`config.mk`:
```
export PLATFORM = sky130hd
export DESIGN_NAME = aes_block_loader
export DESIGN_NICKNAME = d
export VERILOG_FILES = /design/src/rtl/aes_block_loader_pkg.sv /design/src/rtl/aes_block_loader_valid_delay.sv /design/src/rtl/aes_block_loader.sv
export SDC_FILE = /design/constraint.sdc
export NUM_CORES = 1
export LEC_CHECK = 0
export CAP_MARGIN = 20
export CELL_PAD_IN_SITES_DETAIL_PLACEMENT = 1
export CELL_PAD_IN_SITES_GLOBAL_PLACEMENT = 1
export CORE_UTILIZATION = 36
export CTS_CLUSTER_DIAMETER = 50
export DETAILED_ROUTE_END_ITERATION = 10
export PLACE_DENSITY_LB_ADDON = 0.25
export SYNTH_ARGS = -nofsm -noshare
export SYNTH_HDL_FRONTEND = slang
export SYNTH_SLANG_ARGS = --single-unit
```
`constraint.sdc`:
```
create_clock -name clock -period 14.9 [get_ports clock]
set_input_delay 2.98 -clock clock [delete_from_list [all_inputs] [get_ports clock]]
set_output_delay 2.98 -clock clock [all_outputs]
set_load 0.05 [all_outputs]
```
`src/rtl/aes_block_loader_pkg.sv`:
```
// Shared AES type and constant definitions used by the block loader and the
// downstream cipher pipeline.
package AESDefinitions;

    localparam int NUM_ROUNDS = 10;

    typedef logic [127:0] state_t;
    typedef logic [127:0] key_t;

    localparam int WORD_COUNT = 4;

    typedef enum logic {
        COLLECT = 1'b0,
        ISSUE   = 1'b1
    } loader_state_e;

endpackage

```
`src/rtl/aes_block_loader_valid_delay.sv`:
```
// Fixed-depth shift register that reproduces its input strobe DEPTH cycles later.
module ValidDelay #(
    parameter int DEPTH = 10
) (
    input  logic clock,
    input  logic reset,
    input  logic in_valid,
    output logic out_valid
);

    logic [DEPTH-1:0] taps;

    always_ff @(posedge clock or posedge reset) begin
        if (reset) begin
            taps <= '0;
        end else begin
            taps[0] <= in_valid;
            for (int i = 1; i < DEPTH; i++) begin
                taps[i] <= taps[i-1];
            end
        end
    end

    assign out_valid = taps[DEPTH-1];

endmodule

```
`src/rtl/aes_block_loader.sv`:
```
// Gathers 32-bit key and plaintext words into 128-bit groups and issues each
// completed plaintext block, with the committed key, to the cipher pipeline.
module aes_block_loader
    import AESDefinitions::*;
#(
    parameter int LATENCY = NUM_ROUNDS
) (
    input  logic        clock,
    input  logic        reset,
    input  logic        s_valid,
    output logic        s_ready,
    input  logic [31:0] s_data,
    input  logic        s_is_key,
    output state_t      block_out,
    output key_t        key_out,
    output logic        block_valid,
    output logic        result_valid
);

    localparam logic [1:0] LAST_WORD = 2'(WORD_COUNT - 1);

    loader_state_e state, next_state;

    logic [WORD_COUNT-1:0][31:0] kbuf;
    logic [WORD_COUNT-1:0][31:0] dbuf;
    logic [1:0]                  kcnt;
    logic [1:0]                  dcnt;
    logic                        take;

    // s_ready is gated by reset so it stays low while reset is held.
    assign s_ready     = (state == COLLECT) && !reset;
    assign block_valid = (state == ISSUE);
    assign take        = s_valid && s_ready;

    always_ff @(posedge clock or posedge reset) begin
        if (reset) begin
            state <= COLLECT;
        end else begin
            state <= next_state;
        end
    end

    always_comb begin
        next_state = state;
        case (state)
            COLLECT: begin
                if (take && !s_is_key && (dcnt == LAST_WORD)) begin
                    next_state = ISSUE;
                end
            end
            ISSUE:   next_state = COLLECT;
            default: next_state = COLLECT;
        endcase
    end

    // Word 0 of each group lands in the most significant 32 bits.
    always_ff @(posedge clock or posedge reset) begin
        if (reset) begin
            kbuf      <= '0;
            dbuf      <= '0;
            kcnt      <= '0;
            dcnt      <= '0;
            key_out   <= '0;
            block_out <= '0;
        end else if (take) begin
            if (s_is_key) begin
                kbuf[kcnt] <= s_data;
                kcnt       <= kcnt + 2'd1;
                if (kcnt == LAST_WORD) begin
                    key_out <= {kbuf[0], kbuf[1], kbuf[2], s_data};
                end
            end else begin
                dbuf[dcnt] <= s_data;
                dcnt       <= dcnt + 2'd1;
                if (dcnt == LAST_WORD) begin
                    block_out <= {dbuf[0], dbuf[1], dbuf[2], s_data};
                end
            end
        end
    end

    ValidDelay #(
        .DEPTH(LATENCY)
    ) u_valid_delay (
        .clock    (clock),
        .reset    (reset),
        .in_valid (block_valid),
        .out_valid(result_valid)
    );

endmodule

```
# Word-level counts from Yosys, hierarchy flattened
# Index checks and enable logic that the tools add are counted.
# totals
regBits	527
inputBits	36
output_inout_bits	259
wordCells	44
# classes
addsub	2
magnitude_cmp	4
n_eq_ne	2
mux	8
bitwise_logic	2
reduce_logical	12
# ops
cell	n
128-bit bitwise mux	2
32-bit demux with 2-bit select	2
32-bit 2-to-1 mux	2
1-bit logical AND	6
2-bit by 3-bit less-than comparator with 1-bit output, second input constant	2
3-bit AND reduction	2
2-bit by 1-bit adder with 2-bit output, second input constant	2
2-bit equality test, second input constant	2
2-bit by 1-bit greater-or-equal comparator with 1-bit output, second input constant	2
2-bit AND reduction	2
1-bit logical NOT	2
1-bit inverter	2
1-bit one-hot mux with 2 select lines	1
1-bit 2-to-1 mux	1

# Depth between registers and ports, before layout
# depth
ltp_word	7
depth_mapped	6
ltp_nobuf	4

# Modules after synthesis
# From an unflattened synthesis, not the netlist that was laid out.
# unflattened
hier_cells	989
area_unflattened_um2	17207.8
# by_module_without_submodules
module	instances	cells_per_inst	area_per_inst_um2	seq_area_each_um2
aes_block_loader	1	978	16953.8	11335.9
ValidDelay	1	11	254.0	250.2

# Least setup slack after synthesis
# Ideal clock, no wire load.
# synth_timing
path_kind	input to output
start	in reset
end	out s_ready
t_arrival_ns	3.625
t_required_ns	11.920
path_slack_ns	8.295
stages	1
path_buffers	0
path_cell_list	nor2_1
# synth_between
elab_chain_cells	2
# synth_rtl
element	line_no	rtl
start: declaration	aes_block_loader.sv:9	input logic reset,
1-bit logical NOT (no line)	n/a	
1-bit logical AND	aes_block_loader.sv:31	assign s_ready = (state == COLLECT) && !reset;
end: declaration	aes_block_loader.sv:11	output logic s_ready,
# No other way between the ends.

# Worst setup path after layout
# Same ends and word-level chain as after synthesis.

==> metrics.md <==
| Metric | Value |
|---|---|
| Run status | `finished, violations left` |
| Violations in the final reports | `DRC` |
| Worst-case setup slack after placement | `between 7 and 8 ns` |
| Period utilization | `between 40% and 50%` |
| Root buffer cell | `clkbuf_16` |
| Full die area | `roughly 49000 um^2` |
| Endpoint required time on the critical path | `11.92 ns` |
| Pin count of the biggest net entering global routing | `around 180` |
| DRC viols | `14` |
| Setup repair after global routing missed its margin | `false` |
| Total setup violations reported at the end of the flow | `0` |
| Combined buffer and inverter count along the critical path | `2` |
| Dominant cells by area after synthesis | `dfrtp_1 (67%), mux2_2 (29%), buf_6 (0.92%), buf_2 (0.61%), ha_1 (0.58%)` |
| Kind of critical path | `input port to output port` |
| Starting Density | `36.7%` |
| Portion of synthesized cell area occupied by the leading cell type | `67.4%` |
| TritonCTS clock tree | `yes` |
| Final Worst Setup Slack | `7.46 ns` |
| Headroom to the max-slew limit | `around a quarter` |
| Critical path cell sequence | `clkdlybuf4s50_1, nor2_1, clkdlybuf4s50_1` |
| Instance count along the most critical hold path | `0` |
| Worst Max-Slew Pin Slew | `about 1.1 ns` |
| Number of global-route vias before repair | `approximately 10000` |
| Post-synth top area cell | `dfrtp_1` |
| Number of top-level design ports | `slightly below 300` |
| Hold buffer count at CTS | `0` |
| Number of cell instances on the worst register-to-register path | `5` |
| Family with the most delay on the worst path | `buffers and inverters` |
| Worst-case clock buffer depth | `3` |
| Mapped Avg Cell Area | `17.4 um^2` |
| Max-cap violations | `0` |
| Total power per unit cell area | `~250 nW/um^2` |
| 1st-iter DRT viols | `~360` |
| Net count, final | `around 1400` |
| Nature of the critical path endpoint | `output port` |
| Slowest stage cell, crit path | `clkdlybuf4s50_1` |
| Warnings from Yosys | `0` |
| Final critical path time including I/O delays and setup | `7.44 ns` |
| Hold/Removal Path Class | `register to register` |
| Die boundary width | `approximately 220 um` |
| Die Height | `221 um` |
| TritonCTS Buffers | `54` |
| Post-synthesis instance area | `17200 um^2` |
| Clock insertion delay at the later pin of the skew report | `between 0.5 and 0.6 ns` |
| Final WL | `between 40 and 50 mm` |
| Via count | `9437` |
| Antenna-violating nets left | `0` |
| Cell row count | `about 80` |
| Element type at the critical path start | `input port` |
| Top achievable clock speed | `0.134 GHz` |
| FF+latch count, synth | `approximately 460` |
| Number of nets in the synthesized netlist | `roughly 1000` |
| GR Overflow Total | `0` |
| Crit path max fanout | `4` |
| Setup TNS | `0 ns` |
| # Post-CTS Setup Buffers | `0` |
| Count of final max-slew check failures | `0` |
| Critical Path Max Stage Delay | `0.81 ns` |
| Peak VDD IR | `around 0.00014 V` |
| Standard cell core area | `between 40000 and 50000 um^2` |
| Area of all sequential standard cells | `approximately 12000 um^2` |
| Proportion of layout cells with a drive suffix above 1 | `between 40% and 50%` |
| Number of instances in the synthesized netlist | `988` |
| Clock-pin transition on the worst setup and hold timing paths | `around 0.060 ns` |
| Leakage power total | `about 10 nW` |
| Estimated wirelength of the detail-placed design | `between 20 and 30 mm` |
| Count of cells resized by post-cts repair | `0` |
| Number of vias per cell | `slightly below 5` |
| Number of antenna violations at the first check in global routing | `0` |
| WP depth | `3` |
| First-pass GRT wire length | `64.3 mm` |
| H-Tree Depth | `2` |
| N_diodes | `0` |
| Area grow syn2layout | `31.2%` |
| Count of endpoints failing hold in the final timing report | `0` |
| Total iterations of the first detailed-routing run | `9` |
| Combined area of the multi-input logic cells | `5280 um^2` |
| Total number of clock tree sinks | `463` |
| Number of distinct library cells after synthesis | `17` |
| Number of filler cells placed in the layout | `4496` |
| Number of buffer cells added on primary ports | `294` |
| GRT Resource Usage Total | `approximately 18%` |
| Sequential-to-total area share from yosys stat | `67.4%` |
| Routed wirelength normalized by instance count | `around 21 um` |
| Final estimated routing congestion in global placement | `0.707` |
| Top cell by count, worst path | `clkdlybuf4s50_1` |
| Crit path DAT | `about 4.5 ns` |
| Worst-case clock skew | `about 0.012 ns` |
cell usage after synthesis, drive strengths merged:
cell / instances
nor4b: 1
mux2: 448
buf: 45
inv: 6
nor4bb: 1
nor2: 1
xnor2: 2
o21ai: 2
nand2: 10
clkbuf: 1
dfrtp: 463
ha: 8
cells in the final DEF, fill, tap and decap left out, drive strengths merged:
cell           Yosys  final
buf               45     15
bufinv             0      6
clkbuf             1     81
clkdlybuf4s50      0    294
clkinv             0      8
clkinvlp           0      1
dfrtp            463    463
ha                 8      8
inv                6      5
mux2             448    448
nand2             10     10
nor2               1      1
nor4b              1      1
nor4bb             1      1
o21ai              2      2
xnor2              2      2
layout make-up:
cell class,instances,share of cell area [%]
flip-flops and latches,463,51.4
multi-input cells,473,23.4
repair buffers,309,13.7
clock buffers,81,7.03
well taps,607,3.37
clock inverters,14,1.03
inverters,6,0.122
power breakdown:
group	internal, mW	total (mW)	switching, mW
clock	0.834	1.34	0.507
combinational	0.901	2.32	1.42
sequential	1.81	2.07	0.266
total	3.54	5.73	2.19
per-layer routing:
metal,part of all wire (%),up-vias,GRT usage (%),wire [um]
met5,0,-,0,0
met4,2.4,0,6.10,998
met3,6.7,66,5.11,2810
met2,49,201,28.8,20400
met1,42,5059,22.4,17400
li1,-,4111,-,-
state kept, by name, indices dropped and copies added (netlist names):
register and flops:
u_valid_delay.taps 10, dcnt 2, block_valid 1, key_out 128, kbuf 96, kcnt 2, dbuf 96, block_out 128
cell families (layout without fill, tap and decap cells):
group	after synthesis	after routing	share of synthesized area, %
flip-flops	463	463	67.4
multiplexers	448	448	29.3
buffers and inverters	52	410	2.08
AND/OR/NAND/NOR	13	13	0.451
adder cells (fa/ha/maj)	8	8	0.582
AO/OA/AOI/OAI	2	2	0.0582
XOR/XNOR	2	2	0.102
through the flow:
step	utilization (%)	hold WS, ns	power, mW	std cells	instance area, um^2
final	48.1	0.347	5.73	1953	22600
after global routing	48.1	0.356	6.01	1953	22600
after CTS	48.1	0.348	5.81	1952	22500
after detailed placement	44.2	0.336	4.43	1857	20700
after global placement	44.2	0.333	4.37	1857	20700
after floorplan	-	0.331	3.61	988	17200
worst paths after layout:
kind	slack, ns	startpoint	endpoint
setup / recovery	7.46	reset	s_ready
hold / removal	0.35	u_valid_delay.taps[5]	u_valid_delay.taps[6]
setup reg to reg	11.50	block_valid	block_out[111]
hold reg to reg	0.35	u_valid_delay.taps[5]	u_valid_delay.taps[6]
max in group asynchronous	9.73	reset	block_out[126]
min in group asynchronous	2.94	reset	key_out[6]
Power figures use the tool's default switching activity.
